<file path="src/rtl/mul_16bit_arbiter.sv">
`default_nettype none
// ============================================================================
// Module   : mul_16bit_arbiter
// Purpose  : Round-robin sharing of one Wallace multiplier across requesters.
// Revision : 1.0 - initial release
// ============================================================================
module mul_16bit_arbiter #(
    parameter int NUM_REQ        = 4,
    parameter int DATA_WIDTH     = 16,
    parameter int TIMEOUT_CYCLES = 64
) (
    input  logic                          i_clk,
    input  logic                          i_rst,
    input  logic [NUM_REQ-1:0]            i_req_vld,
    output logic [NUM_REQ-1:0]            o_req_rdy,
    input  logic [NUM_REQ*DATA_WIDTH-1:0] i_req_num_x,
    input  logic [NUM_REQ*DATA_WIDTH-1:0] i_req_num_y,
    output logic [NUM_REQ-1:0]            o_rsp_vld,
    input  logic [NUM_REQ-1:0]            i_rsp_rdy,
    output logic [2*DATA_WIDTH-1:0]       o_rsp_res,
    output logic                          o_rsp_cry,
    output logic                          o_rsp_err,
    output logic                          o_busy,
    output logic                          o_mul_rst_n,
    output logic [DATA_WIDTH-1:0]         o_mul_num_x,
    output logic [DATA_WIDTH-1:0]         o_mul_num_y,
    input  logic                          i_mul_end,
    input  logic [2*DATA_WIDTH-1:0]       i_mul_res,
    input  logic                          i_mul_cry
);

    localparam int IW = (NUM_REQ > 1) ? $clog2(NUM_REQ) : 1;
    localparam int CW = $clog2(TIMEOUT_CYCLES) + 1;

    typedef enum logic [1:0] {
        S_IDLE = 2'd0,
        S_LOAD = 2'd1,
        S_RUN  = 2'd2,
        S_RESP = 2'd3
    } state_t;

    state_t                  state_q;
    logic [IW-1:0]           rr_ptr_q;
    logic [IW-1:0]           grant_q;
    logic [CW-1:0]           cnt_q;
    logic [DATA_WIDTH-1:0]   x_q;
    logic [DATA_WIDTH-1:0]   y_q;
    logic [2*DATA_WIDTH-1:0] res_q;
    logic                    cry_q;
    logic                    err_q;

    logic                    w_found;
    logic [IW-1:0]           w_win;
    logic                    w_accept;

    // Index rr_ptr+i wrapped into 0..NUM_REQ-1; i never exceeds NUM_REQ.
    function automatic logic [IW-1:0] rr_idx(input logic [IW-1:0] p, input int i);
        int s;
        s = int'(p) + i;
        if (s >= NUM_REQ) s = s - NUM_REQ;
        return IW'(s);
    endfunction

    always_comb begin
        w_found = 1'b0;
        w_win   = '0;
        for (int i = 1; i <= NUM_REQ; i++) begin
            if (!w_found && i_req_vld[rr_idx(rr_ptr_q, i)]) begin
                w_found = 1'b1;
                w_win   = rr_idx(rr_ptr_q, i);
            end
        end
    end

    assign w_accept    = (state_q == S_IDLE) && w_found && !i_rst;
    assign o_req_rdy   = w_accept ? (NUM_REQ'(1) << w_win) : '0;
    assign o_rsp_vld   = (state_q == S_RESP) ? (NUM_REQ'(1) << grant_q) : '0;
    assign o_rsp_res   = res_q;
    assign o_rsp_cry   = cry_q;
    assign o_rsp_err   = err_q;
    assign o_busy      = (state_q != S_IDLE);
    // Multiplier stays out of reset through RESP so its outputs hold still.
    assign o_mul_rst_n = (state_q == S_RUN) || (state_q == S_RESP);
    assign o_mul_num_x = x_q;
    assign o_mul_num_y = y_q;

    always_ff @(posedge i_clk) begin
        if (i_rst) begin
            state_q  <= S_IDLE;
            rr_ptr_q <= IW'(NUM_REQ - 1);
            grant_q  <= '0;
            cnt_q    <= '0;
            x_q      <= '0;
            y_q      <= '0;
            res_q    <= '0;
            cry_q    <= 1'b0;
            err_q    <= 1'b0;
        end else begin
            case (state_q)
                S_IDLE: begin
                    if (w_accept) begin
                        x_q      <= i_req_num_x[w_win*DATA_WIDTH +: DATA_WIDTH];
                        y_q      <= i_req_num_y[w_win*DATA_WIDTH +: DATA_WIDTH];
                        grant_q  <= w_win;
                        rr_ptr_q <= w_win;
                        state_q  <= S_LOAD;
                    end
                end
                S_LOAD: begin
                    cnt_q   <= '0;
                    state_q <= S_RUN;
                end
                S_RUN: begin
                    // End takes precedence over a coincident timeout.
                    if (i_mul_end) begin
                        res_q   <= i_mul_res;
                        cry_q   <= i_mul_cry;
                        err_q   <= 1'b0;
                        state_q <= S_RESP;
                    end else if (cnt_q == CW'(TIMEOUT_CYCLES - 1)) begin
                        res_q   <= '0;
                        cry_q   <= 1'b0;
                        err_q   <= 1'b1;
                        state_q <= S_RESP;
                    end else begin
                        cnt_q <= cnt_q + CW'(1);
                    end
                end
                S_RESP: begin
                    if (i_rsp_rdy[grant_q]) state_q <= S_IDLE;
                end
                default: state_q <= S_IDLE;
            endcase
        end
    end

endmodule
`default_nettype wire

</file>
<file path="config.mk">
export PLATFORM = sky130hd
export DESIGN_NAME = mul_16bit_arbiter
export DESIGN_NICKNAME = d
export VERILOG_FILES = /design/src/rtl/mul_16bit_arbiter.sv
export SDC_FILE = /design/constraint.sdc
export NUM_CORES = 1
export LEC_CHECK = 0
export ABC_CLOCK_PERIOD_IN_PS = 2400
export CORE_AREA = 5 5 108 110
export DETAILED_ROUTE_END_ITERATION = 16
export DIE_AREA = 0 0 113 115
export PLACE_DENSITY = 0.85
export SLEW_MARGIN = 20
export SYNTH_ARGS = -nofsm -noshare
export SYNTH_HDL_FRONTEND = slang
export SYNTH_SLANG_ARGS = --single-unit
export TNS_END_PERCENT = 100
</file>
<file path="constraint.sdc">
create_clock -name i_clk -period 2.4 [get_ports i_clk]
set_input_delay 0.6 -clock i_clk [delete_from_list [all_inputs] [get_ports i_clk]]
set_output_delay 0.6 -clock i_clk [all_outputs]
set_load 0.01 [all_outputs]
</file>
==> results.md, run 1 <==
- Starting Density: 0.3528
- Cell leakage power: 2.693 nW
- Crit path cell chain: dlygate4sd2_1 -> nor4_4 -> nor3_4 -> nand2b_1 -> buf_4 -> nor2_1 -> buf_2
- Slew Viols, Final: 0
- Core area: 0.01060 mm^2
- Sequential share of power: 0.338
- Worst Setup End Kind: output pin
- Die Footprint: 0.01300 mm^2
- First-pass GRT wire length: 22,030 um
- Cell Pwr Density: 869.3 mW/mm^2
- CTS tree: built
- Hold_sp: o_mul_num_x[8]
- Initial antenna violation count: 0
- Site Rows: 38
- R2R Setup Slk: 150 ps
- Post-Synth Simple-Gate Area: 0.1268
- Cells after synthesis: 390
- Main combinational cell family by area after synthesis: multiplexers
- Routing usage on met3: 0.08421
- Largest cells by area after synthesis: dfxtp_1 (42%), mux2i_1 (18%), o221ai_1 (7.5%), a22oi_1 (7.0%), nor2_1 (4.7%)
- Internal cell power: 0.003688 W
- IO buf count: 247
- Mapped Nets: 568
- CP required: 1800 ps
- Met1 usage: 0.2479
- Avg Cell Area, Syn: 9.593 um^2
- Compound-Gate Fraction of Synth Area: 0.1823
- Synthesized area: 0.003741 mm^2
- Synth async-reset ratio: 0
- Max-slew headroom: 0.4596
- Kind of critical path: primary input to output pin
- Remaining global-route overflow: 0
- Count of warnings emitted by yosys: 0
- ANT cells: 0
- Buf+Inv Stages, Crit Path: 3
- Clk sink count: 79
- Worst slack at placement: -744.0 ps
- Worst VDD drop: 0.4377 mV
- Total net switching power: 0.002046 W
- Sequential element share of the synthesized area: 0.4227
- CP Max Fanout: 3
- Gr busiest metal: met2
- Most numerous cell in the Yosys netlist: dfxtp_1
- Crit path max-delay family: simple AND/OR/NAND/NOR gates
- Cell accounting for the most synthesized area: dfxtp_1
- Fin cells: 783
- Tightest Hold Check Type: flop to flop
- Post-Route Skew: 6.982 ps
- Final setup viols: 0
- Final #Nets: 817
- Worst-path clk slew: 80 ps
- Slowest cell on crit path: nor4_4
- CTS Buffer Depth: 2
- Worst-Skew Late Latency: 340 ps
- DRC: 0
- Die height: 115 um
- Final wirelength: 14,410 um
- Iteration-0 DRC Markers: 204
- Layout area overhead: 76.32%
- Worst slew pin tran: 810.6 ps
- Clock power share: 0.152
- ANT nets after route: 0
- Final period util: 0.9688
- Synth cell types: 44
- Detail Placement HPWL: 11,200 um
- Largest net degree at the start of global routing: 50
- Crit path launch type: primary input
- FILL cells: 860
- Max Cap Viol: 0
- Worst Setup SP: i_req_vld[2]
- Number of flops mapped to enable cells by yosys: 0
- Mux share of post-synthesis cell area: 0.1853
- GR Util met2: 0.3709
- Via-per-instance ratio: 5.125
- Vias: 4,013
- Switching share of total power: 0.3569
- Flip-flop and latch count after synthesis: 79
- Area share of fa/ha/maj cells after synthesis: 0.02007
- Min Clock Period, post-route: 2325 ps
- TritonCTS buffer count: 9
- Top cell type's share of synthesized area: 0.4227
- Ys flop type: dfxtp_1
- Outcome: completed
- Final RePlAce weighted congestion: 0.9583
- Combinational share of power: 0.511
- Setup ws final: 74.89 ps
- Max stage delay on crit path: 350 ps
- Endpoints failing hold: 0
- Reg2reg start: rr_ptr_q[1]
- Vias in the first global route: 4,145
- Final Power: 0.005734 W
- Worst path arrival time: 1730 ps
- Setup tns final: 0 ps
- Boundary pin count: 248
- Fin util: 0.6221
- GRT Total Usage: 0.2147
- Cells after DPL: 765
- Post-Synth XOR/XNOR Area: 0.004682
- Routed len/inst: 18.41 um
- Share of cells above drive strength 1: 0.09642
- Die span in x: 113 um
- Top cells by count, synth: dfxtp_1 (79), mux2i_1 (67), nor2_1 (47)
- H-tree lvl count: 3
- Achievable Freq: 0.4301 GHz
- Root Driver: clkbuf_8
- RSZ-0062 raised after global routing: yes
- Pre-antenna DRT Iters: 4
cell type report:
class | count | area (um^2) | area share
timing repair buffer | 269 | 2623 | 0.3976
multi-input combinational | 273 | 2026 | 0.3071
sequential | 79 | 1583 | 0.2399
tap | 140 | 175.2 | 0.02656
clock buffer | 11 | 141.4 | 0.02143
inverter | 7 | 26.28 | 0.003983
clock inverter | 4 | 22.52 | 0.003414
sequential cells by signal (all words and copies together), names as in the netlist:
signal       cells
o_rsp_res       32
o_mul_num_y     16
cnt_q            7
o_rsp_err        1
o_mul_num_x     16
grant_q          2
state_q          2
o_rsp_cry        1
rr_ptr_q         2
metrics by stage:
step | cell area, um^2 | hold slack [ps]
after floorplan | 3741 | 464.4
after global placement | 6365 | 441.5
after detailed placement | 6365 | 448.9
after CTS | 6570 | 466.8
after global routing | 6596 | 502.1
final | 6596 | 467.6
cells in the final DEF (no fill, tap or decap), drive strengths merged, types with 3 or more instances in the layout:
| master | instances |
|---|---|
| clkdlybuf4s50 | 233 |
| nor2 | 47 |
| ha | 6 |
| a22oi | 35 |
| dlygate4sd2 | 4 |
| o21ai | 4 |
| mux2i | 67 |
| dlymetal6s2s | 3 |
| nand2b | 5 |
| a21oi | 6 |
| buf | 25 |
| nand2 | 41 |
| inv | 7 |
| clkinv | 3 |
| clkbuf | 14 |
| dfxtp | 79 |
| o221ai | 32 |
path summary, 6_finish.rpt:
kind | end | cells past startpoint
min reg2reg | o_mul_num_x[8] | 2
max reg2reg | o_mul_num_y[1] | 5
max | o_req_rdy[3] | 7
min | o_mul_num_x[8] | 2
worst min-delay path: cells and delay by family, from the launching register on:
family,cells,cell delay (ps)
DFF,1,330
and+or+nand+nor,1,50
AOI/OAI and AO/OA,1,60
timing repair:
action / CTS / global route
gates resized for setup: 30 / 14
hold buffers: 0 / 0
cloned: 0 / 0
pin swaps: 4 / 2
endpoints found under the setup margin: 36 / 22
buffers inserted: 3 / 0
routing by layer:
metal | vias up | share of wire
met1 | 1883 | 0.39
met5 | - | 0
met3 | 12 | 0.10
met4 | 0 | 0.013
met2 | 195 | 0.49
li1 | 1923 | -
power by group through the flow:
stage               clock (W)  combinational (W)  sequential (W)
floorplan                   0            0.00132         0.00209
global placement            0            0.00283         0.00194
detailed placement          0            0.00289         0.00196
CTS                  0.000908            0.00293         0.00193
global route         0.000969            0.00314         0.00198
finish               0.000870            0.00293         0.00194
kinds of logic after synthesis:
kind of cell    count (synthesis)
simple gates                  110
compound gates                 87
flops                          79
mux                            68
buf+inv                        38
fa+ha+maj                       6
xor+xnor                        2
(Power assumes the default switching activity.)
==> inputs of run 2 (changes only) <==
--- a/config.mk
+++ b/config.mk
@@ -10,7 +10,7 @@
 export DETAILED_ROUTE_END_ITERATION = 16
 export DIE_AREA = 0 0 113 115
 export PLACE_DENSITY = 0.85
-export SLEW_MARGIN = 20
+export SLEW_MARGIN = 5
 export SYNTH_ARGS = -nofsm -noshare
 export SYNTH_HDL_FRONTEND = slang
 export SYNTH_SLANG_ARGS = --single-unit
==> results.md, run 2 (same netlist as run 1, synthesis figures left out) <==
- Endpoints failing hold: 0
- Worst slew pin tran: 1177 ps
- Iteration-0 DRC Markers: 204
- Vias in the first global route: 4,145
- CTS Buffer Depth: 2
- CP Max Fanout: 3
- Initial antenna violation count: 0
- Largest net degree at the start of global routing: 50
- Crit path cell chain: dlygate4sd2_1 -> nor4_4 -> nor3_4 -> nand2b_1 -> buf_4 -> nor2_1 -> buf_2
- DRC: 0
- Max reg flops: 32
- Clk sink count: 79
- Slew Viols, Final: 0
- Starting Density: 0.3528
- Routed len/inst: 18.41 um
- Worst-Skew Late Latency: 340 ps
- Crit path launch type: primary input
- Max-slew headroom: 0.2150
- Final #Nets: 817
- Number of cells on the worst reg-to-reg path: 5
- Vias: 3,999
- Share of cells above drive strength 1: 0.09487
- Layout area overhead: 76.29%
- Hold depth: 2
- Worst path arrival time: 1730 ps
- Crit path max-delay family: simple AND/OR/NAND/NOR gates
- H-tree lvl count: 3
- ANT cells: 0
- CP required: 1800 ps
- Buf+Inv Stages, Crit Path: 3
- Final RePlAce weighted congestion: 0.9583
- Setup tns final: 0 ps
- Most frequent cells in the layout: clkdlybuf4s50_1 (233), dfxtp_1 (78), mux2i_1 (67)
- TritonCTS buffer count: 9
- Cell area after layout: 0.006595 mm^2
- Root Driver: clkbuf_8
- Core area: 0.01060 mm^2
- Outcome: completed
- IO buf count: 247
- Max stage delay on crit path: 350 ps
- Placed inst area: 0.006365 mm^2
- CTS tree: built
- Site Rows: 38
- Boundary pin count: 248
- Max Cap Viol: 0
- Cell leakage power: 2.693 nW
- Via-per-instance ratio: 5.107
- Worst VDD drop: 0.4376 mV
- ANT nets after route: 0
- First-pass GRT wire length: 22,030 um
- RSZ-0062 raised after global routing: yes
- Stages on the worst setup path: 7
- Remaining global-route overflow: 0
- Achievable Freq: 0.4301 GHz
- Worst-path clk slew: 80 ps
- Number of hold buffers added after CTS: 0
- Post-Route Skew: 6.986 ps
- Detail Placement HPWL: 11,200 um
- Most common cell after layout, fill and taps aside: clkdlybuf4s50_1
- Pre-antenna DRT Iters: 4
- GRT Total Usage: 0.2147
- Die Footprint: 0.01300 mm^2
- Tightest Hold Check Type: flop to flop
- Final period util: 0.9688
- Final wirelength: 14,420 um
- Kind of critical path: primary input to output pin
- Min Clock Period, post-route: 2325 ps
- Die span in x: 113 um
- Final setup viols: 0
- Die height: 115 um
- Cell Pwr Density: 869.5 mW/mm^2
- Slowest cell on crit path: nor4_4
- Worst Setup End Kind: output pin
run 2: cell type report:
class,count,area (um^2)
tap,140,175.2
clock inverter,4,22.52
multi-input combinational,273,2024
clock buffer,11,141.4
inverter,7,26.28
timing repair buffer,269,2623
fill,861,4008
sequential,79,1583
run 2: path summary, 6_finish.rpt:
| path | startpoint | to | slack, ps |
|---|---|---|---|
| max | i_req_vld[2] | o_req_rdy[3] | 70 |
| min | o_mul_num_x[8] | o_mul_num_x[8] | 470 |
| max reg2reg | rr_ptr_q[1] | o_mul_num_y[1] | 150 |
| min reg2reg | o_mul_num_x[8] | o_mul_num_x[8] | 470 |
run 2: report_power, final:
group | total [W] | internal, W | switching [W]
Clock | 0.000871 | 0.000394 | 0.000477
Combinational | 0.00293 | 0.00159 | 0.00134
Sequential | 0.00194 | 0.00171 | 0.000230
run 2: tightest hold or removal path, stage by stage, from the launching register on:
cell	delay (ps)
dfxtp_1	330
nand2_1	50
o221ai_1	60
run 2: repair_timing:
| item | in CTS | in global routing |
|---|---|---|
| endpoints found under the setup margin | 36 | 22 |
| pin swaps | 4 | 2 |
| buffers inserted | 3 | 0 |
| gates resized for setup | 30 | 14 |
run 2: per-stage QoR:
stage | power [W] | hold slack, ps | setup slack (ps) | utilization | instances
finish | 0.005734 | 467.6 | 74.85 | 0.6220 | 783
CTS | 0.005768 | 466.8 | -14.31 | 0.6197 | 783
floorplan | 0.003411 | 464.4 | 155.9 | - | 390
global route | 0.006098 | 502.1 | -21.64 | 0.6220 | 783
global placement | 0.004769 | 441.5 | -699.6 | 0.6003 | 765
detailed placement | 0.004857 | 448.9 | -744.0 | 0.6003 | 765
run 2: per-layer routing:
metal  track usage  part of all wire
met1        0.2479              0.39
met3       0.08421              0.10
met2        0.3709              0.49
met4       0.06090             0.013
met5             0                 0
==> inputs of run 3 (changes only) <==
--- a/config.mk
+++ b/config.mk
@@ -6,9 +6,11 @@
 export NUM_CORES = 1
 export LEC_CHECK = 0
 export ABC_CLOCK_PERIOD_IN_PS = 2400
-export CORE_AREA = 5 5 108 110
+export CORE_AREA = 2 2 105 107
+export CTS_CLUSTER_SIZE = 12
 export DETAILED_ROUTE_END_ITERATION = 16
-export DIE_AREA = 0 0 113 115
+export DIE_AREA = 0 0 107 109
+export GPL_TIMING_DRIVEN = 0
 export PLACE_DENSITY = 0.85
 export SLEW_MARGIN = 5
 export SYNTH_ARGS = -nofsm -noshare
==> results.md, run 3 (same netlist as run 1, synthesis figures left out) <==
- Worst slew pin tran: 558.7 ps
- Min Clock Period, post-route: 2328 ps
- CTS tree: built
- Most common cell after layout, fill and taps aside: clkdlybuf4s50_1
- Most frequent cells in the layout: clkdlybuf4s50_1 (237), dfxtp_1 (76), mux2i_1 (67)
- Final wirelength: 14,260 um
- H-tree lvl count: 3
- First-pass GRT wire length: 21,700 um
- Reg area: 0.001585 mm^2
- CP Max Fanout: 6
- Initial antenna violation count: 2
- RSZ-0062 raised after global routing: no
- Crit path launch type: flop
- IO buf count: 247
- Final setup viols: 0
- Worst-path clk slew: 80 ps
- Die Footprint: 0.01166 mm^2
- Final #Nets: 838
- Worst Setup End Kind: output pin
- Outcome: completed
- Layout area overhead: 80.37%
- CP required: 1800 ps
- Vias: 4,124
- Die span in x: 107 um
- DRC: 0
- Largest net degree at the start of global routing: 13
- Final Power: 0.006055 W
- Number of hold buffers added after CTS: 0
- Via-per-instance ratio: 5.110
- ANT nets after route: 0
- Cell Pwr Density: 897.3 mW/mm^2
- Pre-antenna DRT Iters: 5
- Clk sink count: 79
- Boundary pin count: 248
- Remaining global-route overflow: 0
- Root Driver: clkbuf_8
- Final period util: 0.9699
- Worst VDD drop: 0.3828 mV
- Share of cells above drive strength 1: 0.1098
- CTS Buffer Depth: 2
- Slew Viols, Final: 0
- Fin util: 0.6364
- Setup ws final: 72.34 ps
- Cell leakage power: 2.717 nW
- Site Rows: 38
- Achievable Freq: 0.4296 GHz
- Starting Density: 0.3528
- Die height: 109 um
- Detail Placement HPWL: 11,210 um
- Cell area after layout: 0.006748 mm^2
- Kind of critical path: flop to output pin
- Worst-Skew Late Latency: 340 ps
- FILL cells: 849
- Placed inst area: 0.006389 mm^2
- Vias in the first global route: 4,326
- Max-slew headroom: 0.6217
- Tightest Hold Check Type: flop to flop
- Setup tns final: 0 ps
- TritonCTS buffer count: 9
- Final RePlAce weighted congestion: 0.8740
- GRT Total Usage: 0.2416
- Post-Route Skew: 5.340 ps
- Max Cap Viol: 0
- Routed len/inst: 17.67 um
- Core area: 0.01060 mm^2
- Endpoints failing hold: 0
- Max reg flops: 32
- Worst slack at placement: -1156 ps
- Worst path arrival time: 1730 ps
- Area occupied by multi-input gates: 0.002001 mm^2
- Iteration-0 DRC Markers: 148
-- run 3: cell count changes in the layout (fill, tap and decap cells not counted), moves of 3 or more --
cell	before	now
inv_1	6	3
clkinv_2	3	0
buf_2	3	14
inv_2	1	4
clkbuf_1	1	13
clkdlybuf4s50_1	233	237
clkbuf_2	3	0
buf_4	21	17
dlymetal6s2s_1	3	0
buf_6	0	3
-- run 3: metal layers --
layer / track usage / routed length, um / up-vias
li1: - / - / 1967
met1: 0.2537 / 5368 / 1910
met2: 0.4372 / 7033 / 219
met3: 0.09205 / 1466 / 28
met4: 0.09462 / 396 / 0
met5: 0 / 0 / -
-- run 3: cell type report --
cell class	count	share of cell area
clock inverter	2	0.005563
antenna	2	0.0007417
clock buffer	14	0.02559
tap	140	0.02596
timing repair buffer	262	0.3801
multi-input combinational	273	0.2965
sequential	79	0.2349
inverter	7	0.003894
buffer	28	0.02670
-- run 3: report_power, final --
group | internal, W | switching (W)
clock network | 0.000568 | 0.000473
logic | 0.00167 | 0.00139
registers | 0.00171 | 0.000248
-- run 3: repair_timing --
action | 4_1_cts | 5_1_grt
pin swaps | 4 | 1
buffers inserted | 13 | 2
resized for setup | 46 | 4
endpoints found under the setup margin | 6 | 4
-- run 3: worst max-delay path, cell delays in order, from the launching register on --
cell	delay [ps]
dfxtp_2	370
ha_2	230
nor3b_1	210
clkdlybuf4s50_1	580
-- run 3: final timing paths --
| kind | end | cells past startpoint | slack, ps | from |
|---|---|---|---|---|
| max | o_rsp_vld[0] | 3 | 70 | state_q[1] |
| min | o_mul_num_x[7] | 2 | 470 | o_mul_num_x[7] |
| min reg2reg | o_mul_num_x[7] | 2 | 470 | o_mul_num_x[7] |
| max reg2reg | o_mul_num_x[8] | 9 | 470 | rr_ptr_q[1] |
-- run 3: stage by stage --
stage,hold WS (ps),std cells
2_1_floorplan,464.4,390
3_3_place_gp,444.0,777
3_5_place_dp,451.3,777
4_1_cts,470.4,803
5_1_grt,498.6,806
6_report,467.9,807
